## src/rtl/fetch_line_unit.sv

```systemverilog
// Instruction fetch unit with a single-line (64-bit) buffer and an AXI read master.
// Fetches one aligned 64-bit line per miss, then streams both 32-bit words from the
// buffer to the IF/ID register. Redirects always win; reads already issued on AXI are
// completed and their data dropped.
module fetch_line_unit #(
  parameter int unsigned ID_WIDTH   = 13,
  parameter int unsigned ADDR_WIDTH = 64,
  parameter int unsigned DATA_WIDTH = 64
) (
  input  logic                  clk,
  input  logic                  reset,
  input  logic [63:0]           entry,
  input  logic                  redirect_valid,
  input  logic [63:0]           redirect_pc,
  output logic                  out_valid,
  input  logic                  out_ready,
  output logic [31:0]           out_instr,
  output logic [63:0]           out_pc,
  output logic                  fetch_error,
  output logic [ID_WIDTH-1:0]   m_axi_arid,
  output logic [ADDR_WIDTH-1:0] m_axi_araddr,
  output logic [7:0]            m_axi_arlen,
  output logic [2:0]            m_axi_arsize,
  output logic [1:0]            m_axi_arburst,
  output logic                  m_axi_arvalid,
  input  logic                  m_axi_arready,
  input  logic [ID_WIDTH-1:0]   m_axi_rid,
  input  logic [DATA_WIDTH-1:0] m_axi_rdata,
  input  logic [1:0]            m_axi_rresp,
  input  logic                  m_axi_rlast,
  input  logic                  m_axi_rvalid,
  output logic                  m_axi_rready
);

  typedef enum logic [2:0] {
    StInit,
    StLookup,
    StAr,
    StR,
    StHold,
    StArKill,
    StDrain,
    StErr
  } state_e;

  state_e                state_q, state_d;
  logic [63:0]           pc_q, pc_d;
  logic                  line_valid_q, line_valid_d;
  logic [60:0]           line_tag_q, line_tag_d;
  logic [63:0]           line_data_q, line_data_d;
  logic [31:0]           out_instr_q, out_instr_d;
  logic [63:0]           out_pc_q, out_pc_d;
  logic [ADDR_WIDTH-1:0] araddr_q, araddr_d;

  logic        hit;
  logic [63:0] redirect_target;
  logic [63:0] pc_plus4;

  // Single-beat reads: rid/rlast carry no information; low PC bits are always zero.
  logic unused_inputs;
  assign unused_inputs = ^{m_axi_rid, m_axi_rlast, redirect_pc[1:0], entry[1:0]};

  assign hit             = line_valid_q && (line_tag_q == pc_q[63:3]);
  assign redirect_target = {redirect_pc[63:2], 2'b00};
  assign pc_plus4        = pc_q + 64'd4;

  // Next-state, PC and line-buffer update; redirect is checked first in every state
  always_comb begin
    state_d      = state_q;
    pc_d         = pc_q;
    line_valid_d = line_valid_q;
    line_tag_d   = line_tag_q;
    line_data_d  = line_data_q;
    out_instr_d  = out_instr_q;
    out_pc_d     = out_pc_q;
    araddr_d     = araddr_q;

    unique case (state_q)
      StInit: begin
        pc_d    = {entry[63:2], 2'b00};
        state_d = StLookup;
      end
      StLookup: begin
        if (redirect_valid) begin
          pc_d = redirect_target;
        end else if (hit) begin
          out_instr_d = pc_q[2] ? line_data_q[63:32] : line_data_q[31:0];
          out_pc_d    = pc_q;
          state_d     = StHold;
        end else begin
          araddr_d = ADDR_WIDTH'({pc_q[63:3], 3'b000});
          state_d  = StAr;
        end
      end
      StAr: begin
        if (redirect_valid) begin
          pc_d = redirect_target;
          // The address handshake may complete in the same cycle; then only the beat remains.
          state_d = m_axi_arready ? StDrain : StArKill;
        end else if (m_axi_arready) begin
          state_d = StR;
        end
      end
      StR: begin
        if (redirect_valid) begin
          pc_d    = redirect_target;
          state_d = m_axi_rvalid ? StLookup : StDrain;
        end else if (m_axi_rvalid) begin
          if (m_axi_rresp == 2'b00) begin
            line_valid_d = 1'b1;
            line_tag_d   = pc_q[63:3];
            line_data_d  = m_axi_rdata[63:0];
            out_instr_d  = pc_q[2] ? m_axi_rdata[63:32] : m_axi_rdata[31:0];
            out_pc_d     = pc_q;
            state_d      = StHold;
          end else begin
            line_valid_d = 1'b0;
            state_d      = StErr;
          end
        end
      end
      StHold: begin
        if (redirect_valid) begin
          pc_d    = redirect_target;
          state_d = StLookup;
        end else if (out_ready) begin
          pc_d = pc_plus4;
          if (!pc_q[2]) begin
            // Upper word of the same line: serve it back-to-back from the buffer.
            out_instr_d = line_data_q[63:32];
            out_pc_d    = pc_plus4;
          end else begin
            state_d = StLookup;
          end
        end
      end
      StArKill: begin
        if (redirect_valid) begin
          pc_d = redirect_target;
        end
        if (m_axi_arready) begin
          state_d = StDrain;
        end
      end
      StDrain: begin
        if (redirect_valid) begin
          pc_d = redirect_target;
        end
        if (m_axi_rvalid) begin
          state_d = StLookup;
        end
      end
      StErr: begin
        if (redirect_valid) begin
          pc_d    = redirect_target;
          state_d = StLookup;
        end
      end
      default: state_d = StInit;
    endcase
  end

  // State and datapath registers, cleared asynchronously
  always_ff @(posedge clk or negedge reset) begin
    if (!reset) begin
      state_q      <= StInit;
      pc_q         <= '0;
      line_valid_q <= 1'b0;
      line_tag_q   <= '0;
      line_data_q  <= '0;
      out_instr_q  <= '0;
      out_pc_q     <= '0;
      araddr_q     <= '0;
    end else begin
      state_q      <= state_d;
      pc_q         <= pc_d;
      line_valid_q <= line_valid_d;
      line_tag_q   <= line_tag_d;
      line_data_q  <= line_data_d;
      out_instr_q  <= out_instr_d;
      out_pc_q     <= out_pc_d;
      araddr_q     <= araddr_d;
    end
  end

  // Handshake outputs decode straight from the state so reset drops them immediately
  always_comb begin
    out_valid     = (state_q == StHold);
    fetch_error   = (state_q == StErr);
    m_axi_arvalid = (state_q == StAr) || (state_q == StArKill);
    m_axi_rready  = (state_q == StR) || (state_q == StDrain);
    out_instr     = out_instr_q;
    out_pc        = out_pc_q;
    m_axi_araddr  = araddr_q;
    m_axi_arid    = '0;
    m_axi_arlen   = 8'd0;
    m_axi_arsize  = 3'b011;
    m_axi_arburst = 2'b01;
  end

endmodule

```

## config.mk

```make
export PLATFORM = sky130hd
export DESIGN_NAME = fetch_line_unit
export DESIGN_NICKNAME = d
export VERILOG_FILES = /design/src/rtl/fetch_line_unit.sv
export SDC_FILE = /design/constraint.sdc
export NUM_CORES = 1
export LEC_CHECK = 0
export CAP_MARGIN = 20
export CORE_ASPECT_RATIO = 2
export CORE_MARGIN = 5
export CORE_UTILIZATION = 55
export DETAILED_ROUTE_END_ITERATION = 7
export PLACE_DENSITY = 0.86
export SETUP_SLACK_MARGIN = 0.05
export SLEW_MARGIN = 20
export SYNTH_ARGS = -nofsm -noshare
export SYNTH_HDL_FRONTEND = slang
export SYNTH_SLANG_ARGS = --single-unit
```

## constraint.sdc

```tcl
create_clock -name clk -period 8.2 [get_ports clk]
set_clock_uncertainty 0.2 [all_clocks]
set_input_delay 1.64 -clock clk [delete_from_list [all_inputs] [get_ports clk]]
set_output_delay 1.64 -clock clk [all_outputs]
set_load 0.005 [all_outputs]
```

# ---- Word level (Yosys, flattened, before mapping)
# Index checks and enable logic that the tools add are counted.
dict set report totals {
  inputBits 214
  elab_cells 89
  out_inout_bits 190
  reg_bits 350
}
dict set report op_classes {
  n_eq_ne 24
  bitwise_logic 2
  add_sub_neg 1
  n_mux 41
  n_reduce_logical 13
}
# cell n
set op_table {}
lappend op_table {{$mux 64} 11}
lappend op_table {{$pmux 64 s3} 2}
lappend op_table {{$mux 32} 10}
lappend op_table {{$pmux 32 s3} 1}
lappend op_table {{$add 64x3->64 const B} 1}
lappend op_table {{$eq 61x61->1} 1}
lappend op_table {{$mux 3} 13}
lappend op_table {{$pmux 3 s8} 1}
lappend op_table {{$ne 2x2->1 const B} 10}
lappend op_table {{$eq 3x3->1 const B} 4}
lappend op_table {{$reduce_and 9->1} 1}
lappend op_table {{$reduce_and 8->1} 1}
lappend op_table {{$eq 3x2->1 const B} 2}
lappend op_table {{$ne 3x2->1 const B} 2}
lappend op_table {{$ne 3x3->1 const B} 2}
lappend op_table {{$reduce_and 3->1} 2}
lappend op_table {{$reduce_or 6->1} 1}
lappend op_table {{$mux 2} 2}
lappend op_table {{$ne 2x1->1 const B} 2}
lappend op_table {{$reduce_and 4->1} 1}
lappend op_table {{$eq 3x1->1 const B} 1}
lappend op_table {{$logic_not 3->1} 1}
lappend op_table {{$reduce_bool 3->1} 1}
lappend op_table {{$logic_not 2->1} 1}
lappend op_table {{other kinds (5)} 7}

# ---- Longest topological paths before layout
# Gate-level depths: netlist of run 1.
dict set report logic_depth {
  word_depth 5
  ltp_mapped 11
  depth_no_buf 8
}

# ---- Worst setup path after synthesis of run 1
# Ideal clock, no wire load.
dict set report synth_timing {
  kind {input to register}
  from {input port redirect_valid}
  to {register line_data_q[0]}
  path_buffers 4
  cell_stages 7
  setup_ps 125
  required_ps 7875
  arrival_time_ps 3342
  path_slack_ps 4533
  path_cell_list {clkbuf_1 > nand2b_1 > or4_1 > clkbuf_1 > clkbuf_1 > clkbuf_1 > mux2_2}
}
dict set report synth_between {
  elab_chain_cells 2
}
# element line_no
set synth_lines {}
lappend synth_lines {{start: declaration} 13} ;# input logic redirect_valid,
lappend synth_lines {{$not 1->1 (no line)} n/a}
lappend synth_lines {{$reduce_and 4->1 (no line)} n/a}
lappend synth_lines {{end signal: assignment} 179} ;# line_data_q <= line_data_d;
lappend synth_lines {{end: declaration} 50} ;# logic [63:0] line_data_q, line_data_d;
# Every way passes these cells.
# A chain may end at the register's enable or synchronous reset.

# ---- Worst setup path in the final report of run 1
dict set report layout_timing {
  from {input port redirect_valid}
  to {register araddr_q[14], in the netlist m_axi_araddr[14]}
}
dict set report layout_between {
  elab_chain_cells 2
}
# element line_no
set layout_lines {}
lappend layout_lines {{$not 1->1 (no line)} n/a}
lappend layout_lines {{$reduce_and 3->1 (no line)} n/a}
lappend layout_lines {{end signal: assignment} 182} ;# araddr_q <= araddr_d;
lappend layout_lines {{end: declaration} 53} ;# logic [ADDR_WIDTH-1:0] araddr_q, araddr_d;
# Every way passes these cells.

==> impl_metrics.json, run 1 <==
{
  "via_per_inst": 6.26,
  "cts_hold_buffers": 0,
  "synthesis.area_um2": 18200,
  "cts_max_level": 1,
  "synthMuxAreaShare_pct": 16.5,
  "yosysSeqAreaShare_pct": 47.5,
  "crit_required_ns": 8.44,
  "drcViolationCount": 0,
  "seq_area_um2": 8660,
  "tightest_slew_ns": 1.06,
  "async_reset_ff_share_pct": 100,
  "arrival_ns": 5.36,
  "cap_violations": 0,
  "met1_usage_pct": 32.3,
  "clockPowerShare_pct": 17.8,
  "ctsResizeCount": 0,
  "maxSlewViolCount": 0,
  "grtUsageTotal_pct": 31.2,
  "place_hpwl_um": 42700,
  "num-fill-cells": 2396,
  "dp.cells": 2424,
  "max-slew-margin-rel_pct": 29.4,
  "gp_congestion": 0.965,
  "max-vdd-ir-drop_mv": 0.251,
  "vias": 15511,
  "nets": 2241,
  "hold_viol": 0,
  "clock_sinks": 346,
  "multi_input_area_um2": 8650,
  "start_util_pct": 55.6,
  "post_cts.repair.setup_buffers": 0,
  "wl_per_cell_um": 24.0,
  "synthSimpleGateAreaFrac_pct": 11.4,
  "power_density_nw_per_um2": 391,
  "power_uw": 8930,
  "p_comb_share_pct": 44.1,
  "rows": 94,
  "start_kind": "primary input",
  "numCtsBuffers": 31,
  "core_um2": 32800,
  "ioPinCount": 404,
  "power.switching_uw": 3420,
  "cp_max_fo": 61,
  "areaGrowthSynthToFinish_pct": 25.3,
  "grt_pass1_wl_um": 91800,
  "ant_nets": 0,
  "tns_ns": 0,
  "syn_avg_cell_area_um2": 10.3,
  "die_x_um": 139,
  "stdcell_count": 2477,
  "synth_xor_xnor_area_share_pct": 4.76,
  "hold_path.class": "reg -> reg",
  "met3_usage_pct": 5.97,
  "synthDistinctLibCells": 57,
  "rsz0062_at_grt": "false",
  "clkTransAtPathRegs_ns": 0.07,
  "placed_cell_area_um2": 21800,
  "postSynthCellCount": 1775,
  "p_int_uw": 5510,
  "setup_viol": 0,
  "synth_flop_cell": "dfrtp_1",
  "end_kind": "flop",
  "antenna_found_initial": 1,
  "final_area_um2": 22900,
  "cts_tree": "yes",
  "numPortBuffers": 354,
  "use_met2_pct": 58.1,
  "synth_fa_ha_area_share_pct": 0.137,
  "crit_type": "in -> reg",
  "dr.pass1.iters": 8,
  "seq_power_share_pct": 38.1,
  "totalWireLength_um": 59400,
  "dieArea_um2": 37100,
  "final_common_cell": "clkdlybuf4s50_1",
  "grt_overflow": 0,
  "layout_worst_path_cycle_share_pct": 62.4,
  "max_freq_mhz": 195,
  "clock_latency_ns": 0.58,
  "final_cell_mix": "clkdlybuf4s50_1 (353), dfrtp_1 (345), mux2_2 (212)",
  "synth_compound_area_share_pct": 13.7,
  "drive_gt1_share_pct": 14.9,
  "cts_max_path_buffers": 3,
  "yosys_warnings": 0,
  "synth_seq_cells": 346,
  "grt_pass1_vias": 16299,
  "fp.dieH_um": 267,
  "root_buffer": "clkbuf_16",
  "p_leak_uw": 0.00975,
  "grt_max_degree": 88,
  "finalCriticalPeriod_ns": 5.12,
  "switching_share_pct": 38.3,
  "drt_iter0_drc": 1250,
  "top_usage_layer": "met2",
  "synth_edf_count": 0,
  "synth_top_family_by_area": "multiplexers",
  "status": "completed"
}
==> synth_stat cells (3+ instances only) <==
master     count  area share, %
a2111o_1       4           0.25
a21oi_1       64            1.8
a221oi_1      50            2.4
a222oi_1      16           0.88
a22o_1        16           0.77
a22oi_1       22           0.91
a31oi_1       42            1.4
and2_1         8           0.27
and3_1        21           0.72
and4_1         5           0.24
buf_1         14           0.29
buf_2         21           0.58
buf_4         35            1.4
buf_6          3           0.19
clkbuf_1     117            2.4
dfrtp_1      346             47
inv_1         50            1.0
mux2_1        26            1.6
mux2_2       212             13
mux2i_1       33            1.8
nand2_1      170            3.5
nand2b_1      22           0.75
nand3_1       27           0.74
nand4_1       26           0.89
nor2_1        74            1.5
nor2b_1       17           0.58
nor3_1        32           0.88
nor3b_1        3           0.12
nor4_1        23           0.79
o2111ai_1      6           0.29
o21ai_0      124            3.4
o22ai_1        5           0.17
o31a_1        13           0.62
xnor2_1       46            2.2
xor2_1        53            2.5
==> worst max-delay path: stages <==
cell and delay [ns]:
clkdlybuf4s50_1 0.90, nor3_1 0.11, o21ai_0 0.16, o21ai_0 0.11
a211oi_1 0.77, nand3_4 0.96, mux2_2 0.61
==> per-layer routing <==
metal  wire length [um]  vias to the layer above
li1                   -                     6796
met1              19200                     7648
met5                  0                        -
met4               4180                        0
met3               4380                      240
met2              31600                      827
==> cell type report <==
class | count | share of cell area, %
Antenna cell | 1 | 0.0109
Clock inverter | 17 | 1.19
Sequential cell | 346 | 37.9
Timing Repair Buffer | 378 | 16.3
Clock buffer | 35 | 3.55
Inverter | 51 | 0.838
Multi-Input combinational cell | 1217 | 37.8
Tap cell | 432 | 2.37
==> power by group through the flow <==
stage / clock network (uW) / logic (uW) / registers, uW
6_report: 1590 / 3940 / 3400
5_1_grt: 1680 / 4250 / 3500
4_1_cts: 1610 / 3950 / 3380
3_5_place_dp: 0 / 3910 / 3400
3_3_place_gp: 0 / 3780 / 3350
2_1_floorplan: 0 / 2610 / 2930
==> worst paths after layout <==
kind | start | to | slack, ns | cells past startpoint
setup / recovery | redirect_valid | m_axi_araddr[14] | 3.08 | 7
hold / removal | out_pc[56] | out_pc[56] | 0.29 | 1
setup reg to reg | state_q[1] | out_pc[50] | 3.72 | 10
hold reg to reg | out_pc[56] | out_pc[56] | 0.29 | 1
max in group asynchronous | reset | m_axi_araddr[14] | 5.43 | 2
min in group asynchronous | reset | line_data_q[57] | 0.84 | 1
==> through the flow <==
stage	utilization [%]	worst slack [ns]	hold WS [ns]
6_report	69.6	3.08	0.286
5_1_grt	69.6	2.89	0.297
4_1_cts	69.6	3.14	0.289
3_5_place_dp	66.3	2.57	0.274
3_3_place_gp	66.3	2.67	0.270
2_1_floorplan	-	4.53	0.264
==> registers in the layout (all words and copies together), names as in the netlist <==
register	flops
line_data_q	64
line_tag_q	61
line_valid_q	1
m_axi_araddr	61
out_instr	32
out_pc	62
pc_q	62
state_q	3
==> logic make-up after synthesis <==
logic type	after synthesis
xor gates and xnor gates	99
other	2
adders and majority gates	2
and+or+nand+nor	436
buffers and inverters	241
DFF	346
AOI/OAI and AO/OA	378
muxes	271
Power figures use the tool's default switching activity.
==> run 2: changes to the inputs <==
--- a/config.mk
+++ b/config.mk
@@ -8,9 +8,9 @@
 export CAP_MARGIN = 20
 export CORE_ASPECT_RATIO = 2
 export CORE_MARGIN = 5
-export CORE_UTILIZATION = 55
+export CORE_UTILIZATION = 46
 export DETAILED_ROUTE_END_ITERATION = 7
-export PLACE_DENSITY = 0.86
+export PLACE_DENSITY = 0.77
 export SETUP_SLACK_MARGIN = 0.05
 export SLEW_MARGIN = 20
 export SYNTH_ARGS = -nofsm -noshare
==> constraint.sdc (replaced) <==
create_clock -name clk -period 4.7 [get_ports clk]
set_clock_uncertainty 0.2 [all_clocks]
set_input_delay 0.94 -clock clk [delete_from_list [all_inputs] [get_ports clk]]
set_output_delay 0.94 -clock clk [all_outputs]
set_load 0.005 [all_outputs]
==> run 2 against run 1 <==
  * Routed wire length up 3.9%
  * Core utilization is 10 points lower
  * Register-to-register slack worse by 3.0 ns
  * Global-route usage fell by 3.7 points
  * Combinational power increased by 82%
  * Setup slack lost 2.4 ns
  * Non-clock buffer count is 33 higher
  * Clock power grew 72%
  * First-iteration DRC count decreased by 25%
  * Flip-flop and latch count unchanged
  * Critical path depth unchanged
  * Sequential power grew 71%
  * Largest cell class unchanged
==> impl_metrics.json, run 2 (synthesis results as in run 1) <==
{
  "grt_pass1_wl_um": 93900,
  "final_cell_mix": "clkdlybuf4s50_1 (353), dfrtp_1 (345), mux2_2 (212)",
  "gp_congestion": 1.01,
  "drt_iter0_drc": 936,
  "grtUsageTotal_pct": 27.6,
  "clock_sinks": 346,
  "tns_ns": 0,
  "post_cts.repair.setup_buffers": 0,
  "core_um2": 39300,
  "crit_required_ns": 4.97,
  "rows": 103,
  "largest_reg_flops": 64,
  "cts_tree": "yes",
  "cts_hold_buffers": 0,
  "layout_worst_path_cycle_share_pct": 85.0,
  "met3_usage_pct": 4.60,
  "finalCriticalPeriod_ns": 4.00,
  "grt_max_degree": 95,
  "largest_register": "line_data_q",
  "setup_viol": 0,
  "numCtsBuffers": 31,
  "top_usage_layer": "met2",
  "ioPinCount": 404,
  "end_kind": "flop",
  "vias": 15367,
  "clock_latency_ns": 0.59,
  "maxSlewViolCount": 0,
  "antenna_found_initial": 0,
  "dieArea_um2": 44000,
  "ctsResizeCount": 0,
  "status": "completed",
  "r2r_setup_slack_ns": 0.70,
  "num-fill-cells": 3262,
  "rsz0062_at_grt": "false",
  "max-vdd-ir-drop_mv": 0.611,
  "cp_max_fo": 94,
  "start_kind": "flop",
  "p_leak_uw": 0.00996,
  "arrival_ns": 4.27,
  "use_met2_pct": 50.5,
  "root_buffer": "clkbuf_16",
  "hold_viol": 0,
  "via_per_inst": 5.89,
  "power_density_nw_per_um2": 674,
  "start_util_pct": 46.4,
  "nets": 2274,
  "cts_max_level": 1,
  "ant_nets": 0,
  "clkTransAtPathRegs_ns": 0.07,
  "wl_per_cell_um": 23.7,
  "drive_gt1_share_pct": 16.3,
  "die_x_um": 151,
  "max-slew-margin-rel_pct": 40.7,
  "final_common_cell": "clkdlybuf4s50_1",
  "grt_pass1_vias": 16011,
  "tightest_slew_ns": 0.890,
  "crit_type": "reg -> reg",
  "grt_overflow": 0,
  "cts_max_path_buffers": 3,
  "power_uw": 15700,
  "dr.pass1.iters": 5,
  "drcViolationCount": 0,
  "numPortBuffers": 354,
  "met1_usage_pct": 28.9,
  "areaGrowthSynthToFinish_pct": 28.0,
  "cap_violations": 0,
  "hold_path.class": "in -> async",
  "place_hpwl_um": 45300,
  "max_freq_mhz": 250,
  "diodes": 0,
  "fp.dieH_um": 292,
  "totalWireLength_um": 61700
}
==> run 2: changes by cell type in the layout (fill, tap and decap cells not counted) <==
cell	delta
buf_12	+9
clkbuf_8	+2
clkinvlp_4	-1
clkbuf_1	+3
clkinv_4	+1
bufinv_16	-2
inv_8	-1
diode_2	-1
inv_6	+4
buf_4	+24
==> run 2: through the flow <==
step	area, um^2	instances	hold WS (ns)	util (%)	setup slack (ns)
floorplan	18300	1804	0.264	-	1.57
global placement	22200	2550	0.268	56.6	0.684
detailed placement	22200	2550	0.274	56.6	0.655
CTS	23300	2608	0.103	59.3	0.653
global route	23300	2608	0.138	59.4	0.557
finish	23300	2608	0.0929	59.4	0.704
==> run 2: critical path: stages, from the launching register on <==
cell       delay, ns
dfrtp_1         0.55
xor2_1          0.24
nor4_1          0.68
nand2_1         0.15
or4_4           0.61
a2111oi_4       0.38
buf_12          0.56
mux2_2          0.41
==> run 2: worst paths after layout <==
path | from | end | depth (start not counted)
setup / recovery | pc_q[34] | out_pc[30] | 7
hold / removal | reset | line_data_q[29] | 1
setup reg to reg | pc_q[34] | out_pc[30] | 7
hold reg to reg | out_pc[43] | out_pc[43] | 1
max in group asynchronous | reset | m_axi_araddr[30] | 2
min in group clk | out_pc[43] | out_pc[43] | 1
==> run 2: final cells by class <==
cell class              instances  area [um^2]  area share [%]
clock buffers                  40          850            3.64
clock inverters                18          236            1.01
inverters                      51          191           0.821
multi-input cells            1217         8650            37.1
flip-flops and latches        346         8660            37.1
well taps                     525          657            2.82
repair buffers                411         4090            17.5
==> run 2: routing by layer <==
metal  vias to the layer above  routed length, um
met5                         -                  0
met1                      7590              20700
met3                       206               3920
met4                         0               4300
li1                       6877                  -
met2                       694              32800
==> run 2: where the power goes <==
part / internal, uW / total, uW / switching, uW
registers: 4390 / 5820 / 1430
clock network: 1560 / 2740 / 1180
logic: 3740 / 7160 / 3430
total: 9690 / 15700 / 6040
==> run 3: changes to the inputs <==
--- a/config.mk
+++ b/config.mk
@@ -6,9 +6,9 @@
 export NUM_CORES = 1
 export LEC_CHECK = 0
 export CAP_MARGIN = 20
-export CORE_ASPECT_RATIO = 2
 export CORE_MARGIN = 5
 export CORE_UTILIZATION = 46
+export CTS_BUF_LIST = sky130_fd_sc_hd__clkbuf_16
 export DETAILED_ROUTE_END_ITERATION = 7
 export PLACE_DENSITY = 0.77
 export SETUP_SLACK_MARGIN = 0.05
==> run 3 against run 2 <==
  * Via count shrank 0.90%
  * Fmax grew 1.4%
  * Sequential power grew 2%
  * Sequential share of layout area is essentially flat
  * Non-clock buffer count shrank 19
  * Core utilization shrank 0.28 points
  * Cell count shrank 0.35%
  * Setup slack gained 0.054 ns
  * Flip-flop and latch count is the same
  * Clock power grew 9.1%
  * First-iteration DRC count grew 47%
==> impl_metrics.json, run 3 (synthesis results as in run 1) <==
{
  "max-slew-margin-rel_pct": 21.5,
  "crit_path_max_incr_delay_ns": 0.84,
  "grt_overflow": 0,
  "wl_per_cell_um": 22.0,
  "drcViolationCount": 0,
  "finalCriticalPeriod_ns": 3.94,
  "final_cell_mix": "clkdlybuf4s50_1 (353), dfrtp_1 (345), mux2_2 (212)",
  "largest_reg_flops": 64,
  "crit_required_ns": 4.93,
  "drt_iter0_drc": 1379,
  "power_density_nw_per_um2": 676,
  "antenna_found_initial": 0,
  "seq_power_share_pct": 37.6,
  "start_kind": "flop",
  "vias": 15229,
  "dieArea_um2": 43700,
  "p_leak_uw": 0.00994,
  "seq_area_um2": 8660,
  "multi_input_area_um2": 8640,
  "cts_hold_buffers": 0,
  "place_hpwl_um": 40200,
  "clock_sinks": 346,
  "p_int_uw": 9820,
  "power.switching_uw": 5940,
  "nets": 2263,
  "crit_chain": "nand4_1, nor3_1, nand2_1, nor4_1, nand2_1, xnor2_1, mux2_1",
  "via_per_inst": 5.86,
  "ant_nets": 0,
  "met3_usage_pct": 7.64,
  "arrival_ns": 4.17,
  "clkTransAtPathRegs_ns": 0.06,
  "gp_congestion": 0.966,
  "clock_latency_ns": 0.57,
  "grt_pass1_vias": 15720,
  "grtUsageTotal_pct": 25.5,
  "totalWireLength_um": 57200,
  "fp.dieH_um": 209,
  "top_usage_layer": "met2",
  "diodes": 0,
  "num-fill-cells": 3337,
  "setup_viol": 0,
  "areaGrowthSynthToFinish_pct": 27.8,
  "rsz0062_at_grt": "false",
  "numCtsBuffers": 39,
  "cp_max_fo": 10,
  "largest_register": "line_data_q",
  "max_freq_mhz": 254,
  "placed_cell_area_um2": 22100,
  "numPortBuffers": 354,
  "use_met2_pct": 42.5,
  "status": "completed",
  "whs_ns": 0.230,
  "met1_usage_pct": 31.9,
  "core_um2": 39500,
  "start_util_pct": 46.2,
  "dr.pass1.iters": 5,
  "end_kind": "flop",
  "final_common_cell": "clkdlybuf4s50_1",
  "ioPinCount": 404,
  "ctsResizeCount": 0,
  "cap_violations": 0,
  "p_comb_share_pct": 43.4,
  "max-vdd-ir-drop_mv": 0.405,
  "final_area_um2": 23300,
  "layout_worst_path_cycle_share_pct": 83.9,
  "cts_tree": "yes",
  "cts_max_level": 2,
  "worst_path_max_delay_cell": "nor4_1",
  "die_x_um": 209,
  "switching_share_pct": 37.7,
  "hold_path.class": "in -> async",
  "grt_pass1_wl_um": 89700,
  "drive_gt1_share_pct": 15.3,
  "rows": 73,
  "path_common_cell": "nand2_1",
  "clockPowerShare_pct": 19.0,
  "post_cts.repair.setup_buffers": 0,
  "cts_max_path_buffers": 3,
  "hold_viol": 0,
  "grt_max_degree": 102,
  "tightest_slew_ns": 1.17,
  "maxSlewViolCount": 0,
  "crit_type": "reg -> reg",
  "tns_ns": 0,
  "root_buffer": "clkbuf_16"
}
[run 3: cell count changes in the layout (fill, tap and decap cells not counted), moves of 2 or more]
cell	previous run	this run
clkinv_2	7	2
buf_4	48	31
clkbuf_16	31	40
clkbuf_1	5	0
clkinv_1	0	13
inv_1	49	54
clkbuf_8	4	0
buf_12	9	7
inv_6	4	1
[run 3: path summary, 6_finish.rpt]
path	from	endpoint	slack, ns	depth (start not counted)
max in group asynchronous	reset	line_data_q[15]	3.10	2
max reg2reg	pc_q[27]	out_pc[60]	0.76	7
max	pc_q[27]	out_pc[60]	0.76	7
min in group clk	out_pc[37]	out_pc[37]	0.28	1
min reg2reg	out_pc[37]	out_pc[37]	0.28	1
min	reset	m_axi_araddr[38]	0.23	1
[run 3: metrics by stage]
| stage | total power [uW] | setup slack, ns | std cells | util (%) |
|---|---|---|---|---|
| 2_1_floorplan | 9670 | 1.57 | 1804 | - |
| 3_3_place_gp | 12500 | 0.697 | 2531 | 55.9 |
| 3_5_place_dp | 12800 | 0.693 | 2531 | 55.9 |
| 4_1_cts | 15900 | 0.740 | 2599 | 59.1 |
| 5_1_grt | 16700 | 0.576 | 2599 | 59.1 |
| 6_report | 15800 | 0.758 | 2599 | 59.1 |
[run 3: power groups by stage]
stage	logic [uW]	registers (uW)	clock network, uW
after floorplan	4560	5110	0
after global placement	6660	5840	0
after detailed placement	6870	5920	0
after CTS	6910	5890	3050
after global routing	7450	6100	3180
final	6840	5920	2990
[run 3: cell type report]
cell class / count / area share (%)
flip-flops and latches: 346 / 37.1
multi-input cells: 1217 / 37.1
repair buffers: 392 / 16.8
clock buffers: 40 / 4.29
well taps: 525 / 2.82
clock inverters: 28 / 1.02
inverters: 51 / 0.821
[run 3: critical path, delay by kind of cell (launching register included)]
kind,cells,cell delay (ns)
simple gates,5,2.41
flops,1,0.72
mux,1,0.30
xor+xnor,1,0.17
[run 3: routing by layer]
layer | vias to the layer above | share of wire [%]
met1 | 7497 | 38
met4 | 0 | 3.3
met5 | - | 0
li1 | 6853 | -
met3 | 127 | 9.6
met2 | 752 | 49
